==> src/rtl/sensor_frame_ctrl_pkg.sv <==
// sensor_pkg: shared state encoding, geometry defaults and width helper for the frame controller
package sensor_pkg;
  typedef enum logic [2:0] {IDLE, ERASE, EXPOSE, CONVERT, ROW_SEL, STREAM, DONE} state_t;
  localparam int DEF_WIDTH  = 4;
  localparam int DEF_HEIGHT = 4;
  localparam int DEF_BITS   = 8;
  function automatic int clog2(input int v);
    int r = 1;
    while ((1 << r) < v) r++;
    return r;
  endfunction
endpackage

==> src/rtl/sensor_frame_ctrl_if.sv <==
// sensor_frame_ctrl_if: valid/ready pixel stream with frame and line markers
interface sensor_frame_ctrl_if #(parameter int PIXEL_BITS = 8) ();
  logic                  pix_valid;
  logic                  pix_ready;
  logic [PIXEL_BITS-1:0] pix_data;
  logic                  pix_sof;
  logic                  pix_eol;
  logic                  pix_eof;
  modport master (output pix_valid, pix_data, pix_sof, pix_eol, pix_eof, input pix_ready);
  modport slave  (input pix_valid, pix_data, pix_sof, pix_eol, pix_eof, output pix_ready);
endinterface

==> src/rtl/sensor_frame_ctrl_row_serializer.sv <==
// row_serializer: latches one row of pixels and plays it out over valid/ready with markers
module row_serializer
  import sensor_pkg::*;
#(
  parameter int W = DEF_WIDTH,
  parameter int B = DEF_BITS
) (
  input  logic         clk,
  input  logic         reset,
  input  logic         i_load,
  input  logic         i_first_row,
  input  logic         i_last_row,
  input  logic [W*B-1:0] i_data,
  input  logic         i_ready,
  output logic         o_valid,
  output logic [B-1:0] o_data,
  output logic         o_sof,
  output logic         o_eol,
  output logic         o_eof,
  output logic         o_row_done
);
  localparam int CLW = clog2(W);
  logic [W*B-1:0] r_buf;
  logic [CLW-1:0] r_col;
  logic           r_last_row;
  logic           w_fire;
  logic [CLW-1:0] w_next;
  logic           w_next_eol;
  assign w_fire     = o_valid & i_ready;
  assign w_next     = r_col + CLW'(1);
  assign w_next_eol = (w_next == CLW'(W - 1));
  assign o_row_done = w_fire & o_eol;
  // load a row, then advance one column per accepted pixel; outputs hold while stalled
  always_ff @(posedge clk or negedge reset) begin
    if (!reset) begin
      r_buf      <= '0;
      r_col      <= '0;
      r_last_row <= 1'b0;
      o_valid    <= 1'b0;
      o_data     <= '0;
      o_sof      <= 1'b0;
      o_eol      <= 1'b0;
      o_eof      <= 1'b0;
    end else if (i_load) begin
      r_buf      <= i_data;
      r_col      <= '0;
      r_last_row <= i_last_row;
      o_valid    <= 1'b1;
      o_data     <= i_data[B-1:0];
      o_sof      <= i_first_row;
      o_eol      <= (W == 1);
      o_eof      <= (W == 1) && i_last_row;
    end else if (w_fire) begin
      if (o_eol) begin
        o_valid <= 1'b0;
        o_data  <= '0;
        o_sof   <= 1'b0;
        o_eol   <= 1'b0;
        o_eof   <= 1'b0;
      end else begin
        r_col  <= w_next;
        o_data <= r_buf[int'(w_next)*B +: B];
        o_sof  <= 1'b0;
        o_eol  <= w_next_eol;
        o_eof  <= w_next_eol && r_last_row;
      end
    end
  end
endmodule

==> src/rtl/sensor_frame_ctrl.sv <==
// sensor_frame_ctrl: erase/expose/convert/readout sequencer feeding a pixel stream
module sensor_frame_ctrl
  import sensor_pkg::*;
#(
  parameter int PIXEL_ARRAY_WIDTH  = DEF_WIDTH,
  parameter int PIXEL_ARRAY_HEIGHT = DEF_HEIGHT,
  parameter int PIXEL_BITS         = DEF_BITS,
  parameter int ERASE_CYCLES       = 5,
  parameter int EXP_BITS           = 8
) (
  input  logic                                    clk,
  input  logic                                    reset,
  input  logic                                    start,
  input  logic                                    continuous,
  input  logic [EXP_BITS-1:0]                     exposure_cycles,
  output logic                                    p_erase,
  output logic                                    p_expose,
  output logic                                    p_expose_clk,
  output logic [PIXEL_ARRAY_HEIGHT-1:0]           p_row_select,
  output logic                                    p_aRamp,
  output logic [PIXEL_BITS-1:0]                   p_dRamp,
  input  logic [PIXEL_ARRAY_WIDTH*PIXEL_BITS-1:0] p_data_in,
  sensor_frame_ctrl_if.master                     pix,
  output logic                                    busy,
  output logic                                    frame_done
);
  localparam int H  = PIXEL_ARRAY_HEIGHT;
  localparam int EW = clog2(ERASE_CYCLES + 1);
  localparam int CW = (EW > EXP_BITS) ? EW : EXP_BITS;
  localparam int RW = clog2(H);
  state_t              r_state;
  logic [CW-1:0]       r_cnt;
  logic [EXP_BITS-1:0] r_exp;
  logic [RW-1:0]       r_row;
  logic [EXP_BITS-1:0] w_exp_in;
  logic                w_last_row;
  logic                w_row_done;
  assign w_exp_in   = (exposure_cycles == '0) ? EXP_BITS'(1) : exposure_cycles;
  assign w_last_row = (r_row == RW'(H - 1));
  row_serializer #(.W(PIXEL_ARRAY_WIDTH), .B(PIXEL_BITS)) u_ser (
    .clk        (clk),
    .reset      (reset),
    .i_load     (r_state == ROW_SEL),
    .i_first_row(r_row == '0),
    .i_last_row (w_last_row),
    .i_data     (p_data_in),
    .i_ready    (pix.pix_ready),
    .o_valid    (pix.pix_valid),
    .o_data     (pix.pix_data),
    .o_sof      (pix.pix_sof),
    .o_eol      (pix.pix_eol),
    .o_eof      (pix.pix_eof),
    .o_row_done (w_row_done)
  );
  // frame sequencer; every array-facing output is set on the edge that enters its state
  always_ff @(posedge clk or negedge reset) begin
    if (!reset) begin
      r_state      <= IDLE;
      r_cnt        <= '0;
      r_exp        <= '0;
      r_row        <= '0;
      p_erase      <= 1'b0;
      p_expose     <= 1'b0;
      p_expose_clk <= 1'b0;
      p_row_select <= '0;
      p_aRamp      <= 1'b0;
      p_dRamp      <= '0;
      busy         <= 1'b0;
      frame_done   <= 1'b0;
    end else begin
      frame_done <= 1'b0;
      case (r_state)
        IDLE: if (start) begin
          r_state <= ERASE;
          r_exp   <= w_exp_in;
          r_cnt   <= '0;
          p_erase <= 1'b1;
          busy    <= 1'b1;
        end
        ERASE: if (r_cnt == CW'(ERASE_CYCLES - 1)) begin
          r_state      <= EXPOSE;
          r_cnt        <= '0;
          p_erase      <= 1'b0;
          p_expose     <= 1'b1;
          p_expose_clk <= 1'b1;
        end else r_cnt <= r_cnt + CW'(1);
        EXPOSE: if (r_cnt + CW'(1) == CW'(r_exp)) begin
          r_state      <= CONVERT;
          p_expose     <= 1'b0;
          p_expose_clk <= 1'b0;
          p_aRamp      <= 1'b1;
          p_dRamp      <= '0;
        end else begin
          r_cnt        <= r_cnt + CW'(1);
          p_expose_clk <= ~p_expose_clk;
        end
        CONVERT: if (&p_dRamp) begin
          r_state      <= ROW_SEL;
          p_aRamp      <= 1'b0;
          p_dRamp      <= '0;
          r_row        <= '0;
          p_row_select <= H'(1);
        end else p_dRamp <= p_dRamp + PIXEL_BITS'(1);
        ROW_SEL: begin
          r_state      <= STREAM;
          p_row_select <= '0;
        end
        STREAM: if (w_row_done) begin
          if (w_last_row) begin
            r_state    <= DONE;
            frame_done <= 1'b1;
          end else begin
            r_state      <= ROW_SEL;
            r_row        <= r_row + RW'(1);
            p_row_select <= H'(1) << (r_row + RW'(1));
          end
        end
        DONE: if (continuous) begin
          r_state <= ERASE;
          r_cnt   <= '0;
          p_erase <= 1'b1;
          if (start) r_exp <= w_exp_in;
        end else begin
          r_state <= IDLE;
          busy    <= 1'b0;
        end
        default: r_state <= IDLE;
      endcase
    end
  end
endmodule

==> src/flat_wrapper.sv <==
// flat-port wrapper written by rule: the top's interface ports become plain ports
module sensor_frame_ctrl_flat import sensor_pkg::*;
#(
  parameter int PIXEL_ARRAY_WIDTH  = DEF_WIDTH,
  parameter int PIXEL_ARRAY_HEIGHT = DEF_HEIGHT,
  parameter int PIXEL_BITS         = DEF_BITS,
  parameter int ERASE_CYCLES       = 5,
  parameter int EXP_BITS           = 8
)
  (clk, reset, start, continuous, exposure_cycles, p_erase, p_expose, p_expose_clk, p_row_select, p_aRamp, p_dRamp, p_data_in, busy, frame_done, pix_pix_valid, pix_pix_data, pix_pix_sof, pix_pix_eol, pix_pix_eof, pix_pix_ready);
  sensor_frame_ctrl_if #(.PIXEL_BITS(PIXEL_BITS)) pix_i ();
  input  logic clk;
  input  logic reset;
  input  logic start;
  input  logic continuous;
  input  logic [EXP_BITS-1:0] exposure_cycles;
  output logic p_erase;
  output logic p_expose;
  output logic p_expose_clk;
  output logic [PIXEL_ARRAY_HEIGHT-1:0] p_row_select;
  output logic p_aRamp;
  output logic [PIXEL_BITS-1:0] p_dRamp;
  input  logic [PIXEL_ARRAY_WIDTH*PIXEL_BITS-1:0] p_data_in;
  output logic busy;
  output logic frame_done;
  output wire logic [$bits(pix_i.pix_valid)-1:0] pix_pix_valid;
  output wire logic [$bits(pix_i.pix_data)-1:0] pix_pix_data;
  output wire logic [$bits(pix_i.pix_sof)-1:0] pix_pix_sof;
  output wire logic [$bits(pix_i.pix_eol)-1:0] pix_pix_eol;
  output wire logic [$bits(pix_i.pix_eof)-1:0] pix_pix_eof;
  input wire logic [$bits(pix_i.pix_ready)-1:0] pix_pix_ready;
  assign pix_pix_valid = pix_i.pix_valid;
  assign pix_pix_data = pix_i.pix_data;
  assign pix_pix_sof = pix_i.pix_sof;
  assign pix_pix_eol = pix_i.pix_eol;
  assign pix_pix_eof = pix_i.pix_eof;
  assign pix_i.pix_ready = pix_pix_ready;
  sensor_frame_ctrl #(.PIXEL_ARRAY_WIDTH(PIXEL_ARRAY_WIDTH), .PIXEL_ARRAY_HEIGHT(PIXEL_ARRAY_HEIGHT), .PIXEL_BITS(PIXEL_BITS), .ERASE_CYCLES(ERASE_CYCLES), .EXP_BITS(EXP_BITS)) u_core (.clk(clk), .reset(reset), .start(start), .continuous(continuous), .exposure_cycles(exposure_cycles), .p_erase(p_erase), .p_expose(p_expose), .p_expose_clk(p_expose_clk), .p_row_select(p_row_select), .p_aRamp(p_aRamp), .p_dRamp(p_dRamp), .p_data_in(p_data_in), .pix(pix_i), .busy(busy), .frame_done(frame_done));
endmodule
==> config.mk <==
export PLATFORM = sky130hd
export DESIGN_NAME = sensor_frame_ctrl_flat
export DESIGN_NICKNAME = d
export VERILOG_FILES = /design/src/rtl/sensor_frame_ctrl_pkg.sv /design/src/rtl/sensor_frame_ctrl_if.sv /design/src/rtl/sensor_frame_ctrl_row_serializer.sv /design/src/rtl/sensor_frame_ctrl.sv /design/src/flat_wrapper.sv
export SDC_FILE = /design/constraint.sdc
export NUM_CORES = 1
export LEC_CHECK = 0
export ABC_AREA = 1
export BUFFER_PORTS_ARGS = -buffer_cell sky130_fd_sc_hd__buf_4
export CORE_AREA = 3 3 104 116
export CTS_CLUSTER_DIAMETER = 100
export DETAILED_ROUTE_END_ITERATION = 12
export DIE_AREA = 0 0 107 119
export HOLD_SLACK_MARGIN = 0.02
export PLACE_DENSITY = 0.65
export SETUP_SLACK_MARGIN = 0.05
export SLEW_MARGIN = 15
export SYNTH_ARGS = -nofsm -noshare
export SYNTH_HDL_FRONTEND = slang
export SYNTH_SLANG_ARGS = --single-unit
==> constraint.sdc <==
create_clock -name clk -period 3.3 [get_ports clk]
set_clock_uncertainty 0.1 [all_clocks]
set_input_delay 0.66 -clock clk [delete_from_list [all_inputs] [get_ports clk]]
set_output_delay 0.66 -clock clk [all_outputs]
set_load 0.02 [all_outputs]
==> flow_metrics.tcl, run 1 <==
set metrics [dict create \
    path_max_fanout 19 \
    worst_ep_required_time_ns 3.46 \
    fin_hold_ws_ns 0.202 \
    postSynthCellCount 565 \
    ys_seq_area_share_pct 49.0 \
    run_status "completed" \
    core_area_um2 11000 \
    diodes 0 \
    grt_antenna_before_repair 0 \
    postCtsSetupRepairBufs 0 \
    overflow 0 \
    cts-root-buf "clkbuf_16" \
    grt_max_degree 48 \
    grt_pass1_wl_mm 17.7 \
    p_per_area_nw_per_um2 896 \
    grt_usage_pct 17.3 \
    ys_types 38 \
    firstDrtPassIters 4 \
    critPathLaunch "u_core.u_ser.r_col[0]$_DFFE_PN0P_" \
    numCtsBuffers 9 \
    synthTopCellsByCount "nand2_1, dfrtp_1, nand3_1" \
    hold_viol 0 \
    timing.final.crit_share_pct 74.4 \
    gp_congestion 0.854 \
    synth_warnings 0 \
    postRouteAntennaNets 0 \
    report.final.setup_viol 0 \
    cts_resized 0 \
    avgSynthCellArea_um2 7.77 \
    fmax_mhz 407 \
    rsz0062_at_grt "no" \
    clk_latency_ns 0.33 \
    crit_type "flip-flop to flip-flop" \
    synth_ff_type "dfrtp_1" \
    critical_path.startpoint_type "flip-flop" \
    syn_nets 618 \
    ys_seq_elements 86 \
    slew_violations 0 \
    clkSinkCount 86 \
    cp.arrival_ns 2.61 \
    wire_per_inst_um 13.0 \
    r2r-start "u_core.u_ser.r_col[0]$_DFFE_PN0P_" \
    r2r-end "u_core.u_ser.o_data[2]$_DFFE_PN0P_" \
    ir_drop_mv 0.387 \
    power_w 0.00482 \
    cts.htree.levels 3 \
    synth.most_common_cell "nand2_1" \
    n_fill_cell 1052 \
    start_util_pct 40.1 \
    area_growth_pct 22.5 \
    async_flop_share_pct 100 \
    min_path_type "input pin to asynchronous set/reset pin" \
    cts_tree "built" \
    rrSetupSlack_ns 0.85 \
    dpl-instance-area_um2 5100 \
    rr_worst_depth 7 \
    vias_per_cell 4.86 \
    syn_area_um2 4390 \
    maxCapViolCount 0 \
    die_h_um 119 \
    hpwl_mm 7.75 \
    tightest_slew_ns 0.577 \
    synth.top_cells.by_area "dfrtp_1, nand2_1, nand3_1" \
    ios 75 \
    drc_errors 0 \
    drt_wl_total_mm 10.3 \
    end_kind "flip-flop" \
    clk_pin_slew_ns 0.06 \
    final.min_clock_period_ns 2.45 \
    vias 3846 \
    synth_top_area_share_pct 49.0 \
    holdBufCountCts 0 \
    row_count 40 \
    slew_headroom_pct 61.4 \
    synth_edf_count 0 \
    drt_iter0_drc 210 \
    die_w_um 107 \
    grt_pass1_vias 3746 \
    nets 692 \
    setup_tns_ns 0 \
    yosysTopAreaCell "dfrtp_1" \
    clock_path_buffers 2 \
    utilization_pct 49.1 \
    dieArea_um2 12700 \
    drive_gt1_share_pct 17.7 \
    fin_area_um2 5380 \
    leakage_nw 2.77 \
    io_buffers 74 \
]
==> layer usage <==
metal / vias to the layer above / part of all wire (%) / GRT usage (%)
met5: - / 0 / 0
met4: 0 / 1.3 / 4.88
met3: 9 / 4.4 / 3.96
met2: 71 / 47 / 27.3
met1: 1789 / 47 / 23.9
li1: 1977 / - / -
==> logic make-up after synthesis <==
kind of cell / synth area share, %
xor+xnor: 0.199
simple gates: 30.5
buf+inv: 6.87
fa+ha+maj: 2.28
compound gates: 11.1
flops: 49.0
==> worst max path at each step <==
stage / endpoint / slack [ns] / depth (start not counted)
3_5_place_dp: u_core.u_ser.o_data[2]$_DFFE_PN0P_ / 0.89 / 7
4_1_cts: u_core.u_ser.o_data[2]$_DFFE_PN0P_ / 0.88 / 7
5_1_grt: u_core.u_ser.o_data[2]$_DFFE_PN0P_ / 0.58 / 7
3_3_place_gp: u_core.u_ser.o_data[2]$_DFFE_PN0P_ / 0.87 / 7
2_1_floorplan: u_core.u_ser.o_data[6]$_DFFE_PN0P_ / 1.28 / 10
6_report: u_core.u_ser.o_data[2]$_DFFE_PN0P_ / 0.85 / 7
==> flip-flops by register name, summed over array words and instances (netlist names), 2 cells and up <==
signal               cells
u_core.r_exp             8
u_core.u_ser.r_buf      32
u_core.r_row             2
u_core.p_row_select      4
u_core.u_ser.o_data      8
u_core.r_state           3
u_core.u_ser.r_col       2
u_core.p_dRamp           8
u_core.r_cnt             8
==> per-stage QoR <==
step / std cells / setup WS [ns]
after global placement: 775 / 0.873
after floorplan: 565 / 1.28
after CTS: 791 / 0.876
final: 791 / 0.845
after global routing: 791 / 0.581
after detailed placement: 775 / 0.890
==> layout by cell type, fill, tap and decap left out, types with 2 or more instances in the layout <==
master / instances
nand2_1: 195
dfrtp_1: 86
buf_4: 77
nand3_1: 57
inv_1: 54
o21ai_0: 43
nor2_1: 40
o22ai_1: 9
clkbuf_16: 9
o211ai_1: 8
ha_1: 8
inv_2: 6
a21oi_1: 6
o21ai_1: 4
nor2_2: 3
nor3_1: 3
a22oi_1: 3
nand3b_1: 3
nor3_4: 2
o21a_1: 2
nor3_2: 2
nand2_2: 2
or2_2: 2
clkinv_2: 2
clkinvlp_4: 2
==> worst max-delay path, stage by stage (launching register included) <==
cell      delay, ns
dfrtp_1        0.67
inv_1          0.37
ha_1           0.52
inv_1          0.22
o21ai_0        0.15
o22ai_1        0.15
nand3_1        0.10
o211ai_1       0.10
==> final cells by class <==
| cell class | count | area [um^2] | share of cell area, % |
|---|---|---|---|
| flip-flops and latches | 86 | 2150 | 40.0 |
| inverters | 61 | 229 | 4.26 |
| clock inverters | 5 | 33.8 | 0.628 |
| clock buffers | 11 | 243 | 4.51 |
| well taps | 147 | 184 | 3.42 |
| multi-input cells | 403 | 1940 | 36.0 |
| repair buffers | 78 | 598 | 11.1 |
==> where the power goes <==
part,total (W),leakage (nW),internal (W),switching [W]
registers,0.00181,1.09,0.00149,0.000324
clock network,0.000944,0.132,0.000531,0.000413
logic,0.00206,1.55,0.000781,0.00128
total,0.00482,2.77,0.00280,0.00202
Note: power is estimated with default switching activity, not from simulation.
==> run 2, diff against run 1 <==
Clock period 3.3 ns to 2.38 ns, I/O delays scaled along.
==> run 2 against run 1 <==
  * Sequential cell count is the same
  * Critical path depth grew 5
  * Combinational power grew 45%
  * Hold slack got worse by 0.17 ns
  * Wire length up 1.7%
==> flow_metrics.tcl, run 2 (synthesized netlist as in run 1, its figures left out) <==
set metrics [dict create \
    io_buffers 74 \
    p_per_area_nw_per_um2 1240 \
    rrSetupSlack_ns 0.26 \
    min_path_type "input pin to asynchronous set/reset pin" \
    grt_max_degree 52 \
    final.min_clock_period_ns 2.12 \
    hpwl_mm 7.78 \
    place_ws_ns 0.137 \
    setup_slack_ns 0.263 \
    utilization_pct 49.9 \
    r2r-start "u_core.r_cnt[0]$_DFFE_PN0P_" \
    final_cell_mix "nand2_1, buf_4, dfrtp_1" \
    vias_per_cell 4.89 \
    grt_pass1_wl_mm 17.4 \
    slew_headroom_pct 62.0 \
    dpl-instance-area_um2 5140 \
    ios 75 \
    run_status "completed" \
    hold_viol 0 \
    area_growth_pct 24.6 \
    clk_latency_ns 0.33 \
    leakage_nw 2.84 \
    core_area_um2 11000 \
    slew_violations 0 \
    rsz0062_at_grt "no" \
    overflow 0 \
    wire_per_inst_um 13.1 \
    start_util_pct 40.1 \
    crit_end "u_core.p_dRamp[6]$_DFFE_PN0P_" \
    drt_iter0_drc 226 \
    final_common_cell "nand2_1" \
    grt_usage_pct 16.9 \
    diodes 0 \
    grt_pass1_vias 3645 \
    r2r-end "u_core.p_dRamp[6]$_DFFE_PN0P_" \
    tightest_slew_ns 0.566 \
    path_max_fanout 9 \
    fin_hold_ws_ns 0.0282 \
    cp.arrival_ns 2.24 \
    die_w_um 107 \
    dieArea_um2 12700 \
    numCtsBuffers 9 \
    setup_tns_ns 0 \
    gp_congestion 0.890 \
    drc_errors 0 \
    report.final.setup_viol 0 \
    nets 703 \
    grt_antenna_before_repair 0 \
    timing.final.crit_share_pct 89.0 \
    clk_pin_slew_ns 0.06 \
    worst_ep_required_time_ns 2.50 \
    rr_worst_depth 12 \
    holdBufCountCts 0 \
    crit_type "flip-flop to flip-flop" \
    cts_resized 0 \
    drive_gt1_share_pct 19.0 \
    clkSinkCount 86 \
    critical_path.startpoint_type "flip-flop" \
    postRouteAntennaNets 0 \
    largest_reg_flops 32 \
    vias 3914 \
    top_register "u_core.u_ser.r_buf" \
    cts_tree "built" \
    clock_path_buffers 2 \
    firstDrtPassIters 4 \
    row_count 40 \
    end_kind "flip-flop" \
    maxCapViolCount 0 \
    cts-root-buf "clkbuf_16" \
    die_h_um 119 \
    ir_drop_mv 0.444 \
    fmax_mhz 472 \
    critPathLaunch "u_core.r_cnt[0]$_DFFE_PN0P_" \
    cts.htree.levels 3 \
    fin_area_um2 5470 \
    drt_wl_total_mm 10.4 \
]
==> run 2: cell types whose count changed in the layout (fill, tap and decap cells not counted) <==
cell	change
buf_4	+11
clkinvlp_4	-2
bufinv_16	+1
clkbuf_1	-1
clkinv_4	+1
inv_6	-1
==> run 2: what timing repair did <==
action / 4_1_cts / 5_1_grt
endpoints found under the setup margin: 0 / 16
hold endpoints to repair: 0 / 0
setup buffers: 0 / 4
==> run 2: stage by stage <==
stage | instances | total power, W
finish | 800 | 0.00680
global route | 800 | 0.00740
CTS | 796 | 0.00686
detailed placement | 782 | 0.00546
global placement | 782 | 0.00539
floorplan | 565 | 0.00449
==> run 2: layer usage <==
metal,vias up,track usage (%),part of all wire (%)
li1,1997,-,-
met1,1839,23.1,47
met2,74,26.8,49
met3,4,4.50,3.9
met4,0,4.08,0.41
met5,-,0,0
==> run 2: worst min-delay path by stage <==
stage	cells after the start	endpoint	start	slack (ns)
6_report	1	u_core.u_ser.r_buf[0]$_DFFE_PN0P_	reset	0.03
5_1_grt	1	u_core.u_ser.r_buf[0]$_DFFE_PN0P_	reset	0.05
4_1_cts	1	u_core.u_ser.o_data[7]$_DFFE_PN0P_	reset	0.05
3_5_place_dp	2	u_core.u_ser.r_buf[18]$_DFFE_PN0P_	u_core.u_ser.r_buf[18]$_DFFE_PN0P_	0.35
3_3_place_gp	2	u_core.u_ser.r_buf[10]$_DFFE_PN0P_	u_core.u_ser.r_buf[10]$_DFFE_PN0P_	0.35
2_1_floorplan	0	u_core.busy$_DFFE_PN0P_	reset	0.08
==> run 2: area by class of cell <==
cell class | count | area, um^2
timing repair buffer | 89 | 681
multi-input combinational | 403 | 1940
inverter | 61 | 229
fill | 1094 | 5490
tap | 147 | 184
sequential | 86 | 2150
clock inverter | 4 | 48.8
clock buffer | 10 | 239
==> run 2: report_power, final <==
| group | leakage, nW | switching, W | internal, W |
|---|---|---|---|
| Combinational | 1.61 | 0.00185 | 0.00113 |
| Sequential | 1.09 | 0.000388 | 0.00206 |
| Clock | 0.144 | 0.000540 | 0.000827 |
| Total | 2.84 | 0.00278 | 0.00403 |
==> run 2: worst max-delay path, stage by stage, from the launching register on <==
cell      delay (ns)
dfrtp_1         0.41
inv_1           0.13
ha_1            0.32
inv_1           0.06
nand2_1         0.05
nand3_1         0.07
nor2_1          0.11
nand3_1         0.09
nor2_1          0.17
nand4_4         0.17
buf_12          0.19
nand3b_1        0.07
nand2_1         0.05
==> run 3, diff against run 2 <==
Settings changed: PLACE_DENSITY 0.65 to 0.67.
Clock period 2.38 ns to 1.9 ns, I/O delays scaled along.
==> run 3 against run 2 <==
  * The flow now finishes with violations (negative setup slack)
  * Sequential cell count stayed put
  * Non-clock buffer count up 29
  * Wire length grew 9.0%
  * Register-to-register slack worse by 0.37 ns
  * Cell count increased by 3.9%
  * Utilization grew 5.2 points
  * Global-route usage grew 1.3 points
  * Die area is the same
  * Clock power rose by 28%
==> flow_metrics.tcl, run 3 (synthesized netlist as in run 1, its figures left out) <==
set metrics [dict create \
    worst_ep_required_time_ns 2.03 \
    setup_tns_ns -1.32 \
    n_fill_cell 998 \
    diodes 0 \
    cts.htree.levels 3 \
    core_area_um2 11000 \
    cpMostUsedCell "nand3_1" \
    rrSetupSlack_ns -0.11 \
    gp_congestion 0.910 \
    hold_viol 0 \
    fmax_mhz 498 \
    final_common_cell "nand2_1" \
    r2r-start "u_core.r_cnt[0]$_DFFE_PN0P_" \
    wire_per_inst_um 13.7 \
    crit_type "flip-flop to flip-flop" \
    rsz0062_at_grt "yes" \
    critical_path.startpoint_type "flip-flop" \
    top_register "u_core.u_ser.r_buf" \
    firstDrtPassIters 4 \
    die_h_um 119 \
    crit_path_max_incr_delay_ns 0.44 \
    critPathLaunch "u_core.r_cnt[0]$_DFFE_PN0P_" \
    grt_antenna_before_repair 0 \
    drive_gt1_share_pct 31.9 \
    violations "negative setup slack" \
    report.final.setup_viol 18 \
    clkSinkCount 86 \
    slew_violations 0 \
    tightest_slew_ns 0.510 \
    ios 75 \
    setup_slack_ns -0.108 \
    path_max_fanout 11 \
    io_buffers 74 \
    numCtsBuffers 9 \
    min_path_type "input pin to flip-flop" \
    place_ws_ns -0.0896 \
    clk_latency_ns 0.34 \
    final.min_clock_period_ns 2.01 \
    drt_wl_total_mm 11.4 \
    vias 4101 \
    area_growth_pct 37.5 \
    postRouteAntennaNets 0 \
    drc_errors 0 \
    cp.arrival_ns 2.14 \
    grt_usage_pct 18.3 \
    fin_hold_ws_ns 0.140 \
    nets 732 \
    end_kind "flip-flop" \
    slew_headroom_pct 65.9 \
    ir_drop_mv 0.693 \
    hpwl_mm 8.01 \
    timing.final.crit_share_pct 106 \
    dpl-instance-area_um2 5390 \
    clk_pin_slew_ns 0.06 \
    crit_chain "inv_4, buf_4, nor2_4, nand3_1, nand3_1, nand2_2, nor2_2, nand4_4, buf_12, nand3b_1, nand2_1" \
    row_count 40 \
    grt_max_degree 34 \
    maxCapViolCount 0 \
    cts-root-buf "clkbuf_16" \
    drt_iter0_drc 209 \
    largest_reg_flops 32 \
    final_cell_mix "nand2_1, buf_4, dfrtp_1" \
    grt_pass1_wl_mm 18.8 \
    vias_per_cell 4.94 \
    leakage_nw 3.05 \
    overflow 0 \
    hold_path.startpoint "p_data_in[16]" \
    slowest_stage "dfrtp_2" \
    run_status "complete, but fails checks" \
    p_per_area_nw_per_um2 1560 \
    power_w 0.00943 \
    start_util_pct 40.1 \
    cts_tree "built" \
    dieArea_um2 12700 \
    die_w_um 107 \
    clock_path_buffers 2 \
    fin_area_um2 6040 \
    grt_pass1_vias 4004 \
]
## run 3: cell types whose count changed in the layout (fill, tap and decap cells not counted), moves of 7 or more
cell     before  now
nand2_2       2   15
inv_1        54   47
nand3_2       0   16
buf_4        88  110
nand3_1      57   41
nand2_1     195  178
o21ai_2       0    7
o21ai_0      43   34
nor2_1       40   30
## run 3: repair_timing
action,in CTS,in global routing
gates cloned,0,1
setup endpoints to repair,21,80
hold buffers,1,0
setup buffers,2,5
pin swaps,4,10
resized for setup,19,67
endpoints found under the hold margin,26,0
## run 3: power by group
part           total (W)  internal (W)  switching, W
Combinational    0.00456       0.00192       0.00264
Clock            0.00175       0.00102      0.000726
Sequential       0.00312       0.00259      0.000526
Total            0.00943       0.00553       0.00389
## run 3: path summary, 6_finish.rpt
check / endpoint / cells after the start
max in group asynchronous: u_core.p_dRamp[0]$_DFFE_PN0P_ / 3
max reg2reg: u_core.p_dRamp[6]$_DFFE_PN0P_ / 11
min reg2reg: u_core.u_ser.r_buf[20]$_DFFE_PN0P_ / 2
min: u_core.u_ser.r_buf[16]$_DFFE_PN0P_ / 3
min in group asynchronous: u_core.u_ser.r_buf[6]$_DFFE_PN0P_ / 2
max: u_core.p_dRamp[6]$_DFFE_PN0P_ / 11
## run 3: worst max-delay path: cells and delay by family, from the launching register on
family	cells	cell delay [ns]
flops	1	0.44
buf+inv	3	0.38
simple gates	8	0.97
## run 3: cell type report
cell class | instances | area [um^2] | share of cell area (%)
Multi-Input combinational cell | 403 | 2200 | 36.5
Inverter | 61 | 236 | 3.92
Timing Repair Buffer | 118 | 963 | 16.0
Tap cell | 147 | 184 | 3.05
Clock inverter | 5 | 60.1 | 0.994
Sequential cell | 86 | 2160 | 35.7
Clock buffer | 11 | 233 | 3.85
## run 3: metrics by stage
stage          utilization (%)  std cells
6_report                  55.1        831
5_1_grt                   55.1        831
4_1_cts                   52.8        825
3_5_place_dp              49.2        806
3_3_place_gp              49.2        806
2_1_floorplan                -        565
## run 3: layer usage
layer  global-route usage [%]  wire length, um  vias up
li1                         -                -     2054
met4                     5.60              204        0
met2                     30.0             5640      112
met5                        0                0        -
met3                     3.58              565       16
met1                     24.3             4970     1919
